<file path="src/rtl/mem_arb_pkg.sv">
// Shared definitions for the memory-port arbiter: port ids, FSM encoding
// and the read-return tag that follows each access through the memory latency.
package mem_arb_pkg;

  localparam logic PORT_CPU = 1'b0;
  localparam logic PORT_LD  = 1'b1;

  localparam logic [0:0] ST_ARB     = 1'b0;
  localparam logic [0:0] ST_LOCK_LD = 1'b1;

  typedef struct packed {
    logic valid;
    logic id;
  } rd_tag_t;

endpackage

</file>
<file path="src/rtl/mem_port_arbiter_rd_return_pipe.sv">
// Delay line of {valid, id} tags matching the memory read latency, so each
// returning word can be steered to the port that issued the read.
module rd_return_pipe
  import mem_arb_pkg::*;
#(
  parameter int RD_LAT = 1
) (
  input  logic clk,
  input  logic rstb,
  input  logic i_push_valid,
  input  logic i_push_id,
  output logic o_pop_valid,
  output logic o_pop_id
);

  rd_tag_t r_pipe [RD_LAT];

  // NOTE: the tags must be cleared on reset so reads in flight are dropped.
  always_ff @(posedge clk) begin
    if (!rstb) begin
      for (int i = 0; i < RD_LAT; i++) r_pipe[i] <= '0;
    end else begin
      // NOTE: non-blocking, so every stage takes its predecessor's old value.
      r_pipe[0] <= '{valid: i_push_valid, id: i_push_id};
      for (int i = 1; i < RD_LAT; i++) r_pipe[i] <= r_pipe[i-1];
    end
  end

  assign o_pop_valid = r_pipe[RD_LAT-1].valid;
  assign o_pop_id    = r_pipe[RD_LAT-1].id;

endmodule

</file>
<file path="src/rtl/mem_port_arbiter.sv">
// Shares one synchronous-read memory port between the core (port 0) and the
// debug/program loader (port 1): round-robin, loader lock, starvation bound.
module mem_port_arbiter
  import mem_arb_pkg::*;
#(
  parameter int AW       = 32,
  parameter int DW       = 32,
  parameter int RD_LAT   = 1,
  parameter int MAX_WAIT = 8
) (
  input  logic          clk,
  input  logic          rstb,
  input  logic          cpu_req,
  input  logic          cpu_we,
  input  logic [AW-1:0] cpu_addr,
  input  logic [DW-1:0] cpu_wdata,
  output logic          cpu_gnt,
  output logic          cpu_stall,
  output logic          cpu_rvalid,
  output logic [DW-1:0] cpu_rdata,
  input  logic          ld_req,
  input  logic          ld_we,
  input  logic          ld_lock,
  input  logic [AW-1:0] ld_addr,
  input  logic [DW-1:0] ld_wdata,
  output logic          ld_gnt,
  output logic          ld_rvalid,
  output logic [DW-1:0] ld_rdata,
  output logic          mem_en,
  output logic          mem_we,
  output logic [AW-1:0] mem_addr,
  output logic [DW-1:0] mem_wdata,
  input  logic [DW-1:0] mem_rdata
);

  localparam int WCW = $clog2(MAX_WAIT + 1);

  logic           r_last;
  logic [0:0]     r_state;
  logic [0:0]     w_state_nxt;
  logic [WCW-1:0] r_wait_cnt;
  logic           w_force;
  logic           w_cpu_gnt;
  logic           w_ld_gnt;
  logic           w_pop_valid;
  logic           w_pop_id;

  // A core that has waited MAX_WAIT cycles wins regardless of lock or turn.
  assign w_force = rstb & cpu_req & (r_wait_cnt == WCW'(MAX_WAIT));

  // NOTE: defaults first so no path leaves a grant unassigned (no latches).
  always_comb begin
    w_cpu_gnt = 1'b0;
    w_ld_gnt  = 1'b0;
    if (rstb) begin
      if (w_force) begin
        w_cpu_gnt = 1'b1;
      end else if (r_state == ST_LOCK_LD) begin
        w_ld_gnt = ld_req;
      end else if (cpu_req && ld_req) begin
        w_cpu_gnt = (r_last == PORT_LD);
        w_ld_gnt  = (r_last == PORT_CPU);
      end else begin
        w_cpu_gnt = cpu_req;
        w_ld_gnt  = ld_req;
      end
    end
  end

  always_comb begin
    w_state_nxt = r_state;
    if (r_state == ST_ARB) begin
      if (w_ld_gnt && ld_lock) w_state_nxt = ST_LOCK_LD;
    end else if (!ld_lock) begin
      w_state_nxt = ST_ARB;
    end
  end

  always_ff @(posedge clk) begin
    if (!rstb) begin
      r_state    <= ST_ARB;
      r_last     <= PORT_LD;
      r_wait_cnt <= '0;
    end else begin
      r_state <= w_state_nxt;
      if (w_cpu_gnt)     r_last <= PORT_CPU;
      else if (w_ld_gnt) r_last <= PORT_LD;
      if (!cpu_req || w_cpu_gnt)              r_wait_cnt <= '0;
      else if (r_wait_cnt != WCW'(MAX_WAIT))  r_wait_cnt <= r_wait_cnt + WCW'(1);
    end
  end

  assign cpu_gnt   = w_cpu_gnt;
  assign ld_gnt    = w_ld_gnt;
  assign cpu_stall = cpu_req & ~w_cpu_gnt;
  assign mem_en    = w_cpu_gnt | w_ld_gnt;

  always_comb begin
    mem_we    = 1'b0;
    mem_addr  = '0;
    mem_wdata = '0;
    if (w_cpu_gnt) begin
      mem_we    = cpu_we;
      mem_addr  = cpu_addr;
      mem_wdata = cpu_wdata;
    end else if (w_ld_gnt) begin
      mem_we    = ld_we;
      mem_addr  = ld_addr;
      mem_wdata = ld_wdata;
    end
  end

  rd_return_pipe #(.RD_LAT(RD_LAT)) u_rd_return_pipe (
    .clk          (clk),
    .rstb         (rstb),
    .i_push_valid (mem_en & ~mem_we),
    .i_push_id    (w_ld_gnt),
    .o_pop_valid  (w_pop_valid),
    .o_pop_id     (w_pop_id)
  );

  assign cpu_rvalid = rstb & w_pop_valid & (w_pop_id == PORT_CPU);
  assign ld_rvalid  = rstb & w_pop_valid & (w_pop_id == PORT_LD);
  assign cpu_rdata  = cpu_rvalid ? mem_rdata : '0;
  assign ld_rdata   = ld_rvalid  ? mem_rdata : '0;

endmodule

</file>
<file path="config.mk">
export PLATFORM = sky130hd
export DESIGN_NAME = mem_port_arbiter
export DESIGN_NICKNAME = d
export VERILOG_FILES = /design/src/rtl/mem_arb_pkg.sv /design/src/rtl/mem_port_arbiter_rd_return_pipe.sv /design/src/rtl/mem_port_arbiter.sv
export SDC_FILE = /design/constraint.sdc
export NUM_CORES = 1
export LEC_CHECK = 0
export ABC_AREA = 1
export ABC_CLOCK_PERIOD_IN_PS = 1600
export CAP_MARGIN = 20
export CORE_AREA = 2 2 116 118
export CTS_CLUSTER_SIZE = 14
export DETAILED_ROUTE_END_ITERATION = 7
export DIE_AREA = 0 0 118 120
export PLACE_DENSITY = 0.58
export SYNTH_ARGS = -nofsm -noshare
export SYNTH_HDL_FRONTEND = slang
export SYNTH_SLANG_ARGS = --single-unit
</file>
<file path="constraint.sdc">
create_clock -name clk -period 1.6 [get_ports clk]
set_input_delay 0.32 -clock clk [delete_from_list [all_inputs] [get_ports clk]]
set_output_delay 0.32 -clock clk [all_outputs]
set_load 0.01 [all_outputs]
</file>
== Word-level counts from Yosys, hierarchy flattened ==
Memories as Yosys holds them, arrays and structs flattened.
Cells that the tools add are included.

* Reductions and logical operators: 7
* Add/subtract/negate cells: 1
* Shifts and indexed selects: 0
* Divide/modulo/power cells: 0
* Multiplexer cells: 25
* Multipliers: 0
* Bitwise operators: 13
* Equal/unequal tests: 2
* Order comparisons: 0

{| class="wikitable"
|+ Operators with widths
! kind !! count
|-
| 32-bit two-way mux || 6
|-
| 1-bit two-way mux || 18
|-
| 1-bit AND || 7
|-
| 1-bit inverter || 5
|-
| 4-bit by 1-bit adder with 4-bit output (second input constant) || 1
|-
| 4-bit == test (second input constant) || 1
|-
| 4-bit inequality test (second input constant) || 1
|-
| 2-bit OR reduction || 2
|-
| 1-bit logical AND || 2
|-
| 2-bit two-way mux || 1
|-
| 2-bit nonzero test || 1
|-
| 1-bit zero test || 1
|-
| 1-bit logical OR || 1
|-
| 1-bit OR || 1
|}

* Logic and storage cells: 52
* Memory bits (writable): 2
* Output and inout port bits: 135
* Flip-flop bits (word level): 6
* Memory bits (read-only): 0
* Memories: 1
* Latch bits: 0
* Bits of input ports: 167

{| class="wikitable"
|+ Memories
! name !! depth !! width !! rd ports !! clocked after memory_dff !! wr ports !! line !! text
|-
| u_rd_return_pipe.r_pipe || 1 || 2 || 1 || 0 || 1 || mem_port_arbiter_rd_return_pipe.sv:16 || <nowiki>rd_tag_t r_pipe [RD_LAT];</nowiki>
|}

== Depth between registers and ports, before layout ==
* Depth in word-level cells: 10
* Gate-level depth with buffers: 11

== Modules after synthesis ==
Synthesis repeated with hierarchy kept, for this count alone.

* Cells, all modules: 373
* Area total of the unflattened synthesis: 1680.4 µm²

{| class="wikitable"
|+ By module, submodules not included
! module !! sequential area each (µm²) !! area each (µm²) !! times used !! cells an instance
|-
| mem_port_arbiter || 120.1 || 1625.3 || 1 || 367
|-
| rd_return_pipe || 40.0 || 55.1 || 1 || 6
|}

== Least setup slack after synthesis ==
No wires, ideal clock.

* Kind: register -> output
* Start point: reg r_wait_cnt[0]
* End point: out mem_addr[20]
* Path slack: -0.089 ns
* Required time: 1.280 ns
* Cell stages (with the launch flop): 12
* Data arrival time: 1.369 ns
* Cell sequence: dfxtp_1 inv_1 ha_1 nand2_2 nor2_4 nand2_4 nand3_4 inv_2 buf_12 buf_12 nand2_2 nand2_1

* Cells in the longest elaborated chain, start to end: 6
* Elaborated cells on any way between the ends: 8
* Classes of those cells: 1 x eq/ne; 6 x mux; 1 x bitwise

{| class="wikitable"
|+ RTL lines
! what !! line !! text
|-
| start: declaration || mem_port_arbiter.sv:41 || <nowiki>logic [WCW-1:0] r_wait_cnt;</nowiki>
|-
| start signal: assignment || mem_port_arbiter.sv:89 || <nowiki>else if (r_wait_cnt != WCW'(MAX_WAIT)) r_wait_cnt <= r_wait_cnt + WCW'(1);</nowiki>
|-
| 4-bit == test (*) || mem_port_arbiter.sv:49 || <nowiki>assign w_force = rstb & cpu_req & (r_wait_cnt == WCW'(MAX_WAIT));</nowiki>
|-
| 1-bit AND (*) || mem_port_arbiter.sv:49 ||
|-
| 1-bit two-way mux || mem_port_arbiter.sv:56 || <nowiki>if (w_force) begin</nowiki>
|-
| 1-bit two-way mux || mem_port_arbiter.sv:55 || <nowiki>if (rstb) begin</nowiki>
|-
| 32-bit two-way mux || mem_port_arbiter.sv:106 || <nowiki>end else if (w_ld_gnt) begin</nowiki>
|-
| 32-bit two-way mux (*) || mem_port_arbiter.sv:102 || <nowiki>if (w_cpu_gnt) begin</nowiki>
|-
| end: declaration || mem_port_arbiter.sv:31 || <nowiki>output logic [AW-1:0] mem_addr,</nowiki>
|}

Every way passes the cells marked *; elsewhere a longest branch is shown, timed or not.

== Worst setup path after layout ==
* Start point: reg r_wait_cnt[1]
* End point: out mem_addr[9]

The elaborated chain is that of the path after synthesis.

==> results.md <==
* Post-synth top area cell: nand2_1
* GRT Util Overall at 17.0%
* Ys Warns at 0
* # DRC at 0
* Antenna-violating nets left at 0
* RSZ-0062 raised after global routing: yes
* Failing checks: negative setup slack
* Worst hold slack at 0.344 ns
* Worst Skew at 0.00279 ns
* Largest net degree at the start of global routing at 23
* CP Capture Type: output port
* CP startpoint kind: flop
* Yosys top cell area share at 33.4%
* Finished Layout Cells at 916
* Diodes inserted at 0
* Port bufs at 301
* Tot Pwr at 2480 uW
* DR pass1 iterations at 4
* Core Region at 13,000 um2
* Drt wl/cell at 15.3 um
* Slew @ Worst Pin at 0.208 ns
* Final Wtd Congestion at 0.809
* Register area at 165 um2
* CP Class: reg -> out
* Syn Area/Cell at 4.99 um2
* Crit path max fanout at 6
* Die H at 120 um
* Yosys reg bits at 8
* Placed cells at 865
* Cells after Synth at 376
* Hold Path Class: in -> reg
* Worst EP arrival at 1.81 ns
* Netlist cell types at 22
* Worst vdd rail ir drop at 0.000359 V
* Final hold vios at 0
* Worst endpoint required time at 1.28 ns
* CTS buffer count at 3
* Area of the die at 14,200 um2
* Area occupied by multi-input gates at 2260 um2
* Die Span X at 118 um
* Cell area after layout at 6990 um2
* F_max at 0.470 GHz
* Initial core utilization at 14.5%
* Placed Area at 5380 um2
* Nets at 911
* Layout Area Growth over Synthesis at 272%
* Main area contributors after synthesis: nand2_1 33%, nor2_1 15%, nand2_2 13%
* Post-synthesis sequential area ratio at 8.53%
* # clock sinks at 8
* Syn_nets at 545
* Status: finished, violations left
* Vias in the first global route at 3,767
* Reg clk slew, reported paths at 0.04 ns
* Setup ws final at -0.528 ns
* Clk_lat worst skew at 0.23 ns
* Fill cells at 1,184
* Site row count at 42
* Clk root buf: clkbuf_16
* Hold buffers post-CTS at 0
* CTS Buffer Depth at 2
* Final wirelength at 14,000 um
* Tmin final at 2.13 ns
* Final setup vio count at 126
* Total grt overflow at 0
* Setup_tns at -37.45 ns
* H-tree levels at 1
* Fin. max-slew vios at 0
* First-pass GRT wire length at 19,300 um
* Via count at 3,741
* I/O pin count at 302
* Crit share post-route at 133%
* Max_cap viols at 0
* Ratio of cells with drive above 1 in the final layout at 62.2%
* Headroom to the max-slew limit at 86.1%
* Initial antenna violation count at 0
* Mapped cell area at 1880 um2
* Vias per inst at 4.08
* CTS tree: yes
* PwrDens at 355 nW/um2
* Leakage at 0.00357 uW
* DR iter-0 viols at 124
* Final HPWL DP at 9410 um
==> sequential cells by signal, summed over array words and instances (netlist names) <==
| register | count |
|---|---|
| r_wait_cnt | 4 |
| u_rd_return_pipe.r_pipe | 2 |
| r_last | 1 |
| r_state | 1 |
==> stage by stage <==
step / utilization (%) / setup slack, ns
5_1_grt: 53.9 / -0.597
2_1_floorplan: - / -0.00448
3_5_place_dp: 41.4 / -1.03
3_3_place_gp: 41.4 / -1.01
4_1_cts: 47.3 / -0.503
6_report: 53.9 / -0.528
==> layout by cell type, fill, tap and decap left out <==
cell type / synthesis / routed
a21oi_1: 2 / 2
buf_12: 4 / 16
buf_16: 0 / 6
buf_2: 8 / 37
buf_4: 1 / 27
buf_6: 6 / 119
buf_8: 2 / 7
clkbuf_16: 0 / 7
clkbuf_2: 0 / 1
clkdlybuf4s50_1: 0 / 163
dfxtp_1: 8 / 4
dfxtp_2: 0 / 4
dlygate4sd2_1: 0 / 2
ha_1: 2 / 1
ha_4: 0 / 1
inv_1: 47 / 41
inv_2: 2 / 4
inv_4: 0 / 2
inv_6: 0 / 1
inv_8: 0 / 1
nand2_1: 167 / 34
nand2_2: 38 / 114
nand2_4: 1 / 58
nand3_1: 3 / 3
nand3_4: 1 / 1
nand4_1: 1 / 1
nor2_1: 74 / 24
nor2_2: 0 / 14
nor2_4: 1 / 37
nor3_4: 0 / 2
o21ai_0: 3 / 3
o21ai_4: 1 / 1
xor2_1: 2 / 2
==> Yosys cell counts, drive strengths merged <==
cell type / instances
a21oi: 2
buf: 21
dfxtp: 8
ha: 2
inv: 49
nand2: 206
nand3: 4
nand4: 1
nor2: 75
nor3: 2
o21ai: 4
xor2: 2
==> critical path, stage by stage, from the launching register on <==
cell and delay (ns):
dfxtp_2 0.31, inv_2 0.07, ha_4 0.15, nand2_4 0.05
nor2_4 0.14, nand2_4 0.09, nand3_4 0.08, inv_6 0.05
buf_12 0.14, buf_12 0.13, buf_12 0.13, nand2_4 0.06
nand2_4 0.05, buf_6 0.11
==> cell type report <==
type | count | share of cell area (%)
clock buffer | 3 | 1.07
inverter | 49 | 2.88
multi-input combinational | 298 | 32.3
sequential | 8 | 2.36
tap | 176 | 3.15
timing repair buffer | 382 | 58.3
==> where the power goes <==
| part | switching, uW | leakage (uW) | internal [uW] |
|---|---|---|---|
| logic | 769 | 0.00346 | 1060 |
| registers | 6.13 | 0.0000669 | 211 |
| clock network | 107 | 0.0000370 | 323 |
==> layer usage <==
layer	GRT usage, %	wire length [um]	vias to the layer above
met5	0	0	-
met4	3.46	308	0
met3	3.71	885	22
met2	34.7	8000	201
met1	17.5	4800	1704
li1	-	-	1814
==> path summary, 6_finish.rpt <==
kind | start | endpoint | slack (ns) | cells after the start
worst max-delay path | r_wait_cnt[1] | mem_addr[9] | -0.53 | 13
worst min register to register | r_state | r_state | 0.51 | 2
worst max register to register | r_wait_cnt[1] | u_rd_return_pipe.r_pipe[0][1] | 0.06 | 12
worst min-delay path | rstb | r_last | 0.34 | 2
==> kinds of logic after synthesis <==
logic type      synth area share [%]
fa+ha+maj                       1.33
simple gates                    65.2
flops                           8.53
buf+inv                         21.8
xor+xnor                       0.934
compound gates                  2.20
==> what timing repair did <==
action | CTS | global route
setup endpoints to repair | 136 | 135
setup buffers | 31 | 10
pin swaps | 28 | 37
resized for setup | 744 | 194
gates cloned | 13 | 5
Note: power is estimated with default switching activity, not from simulation.
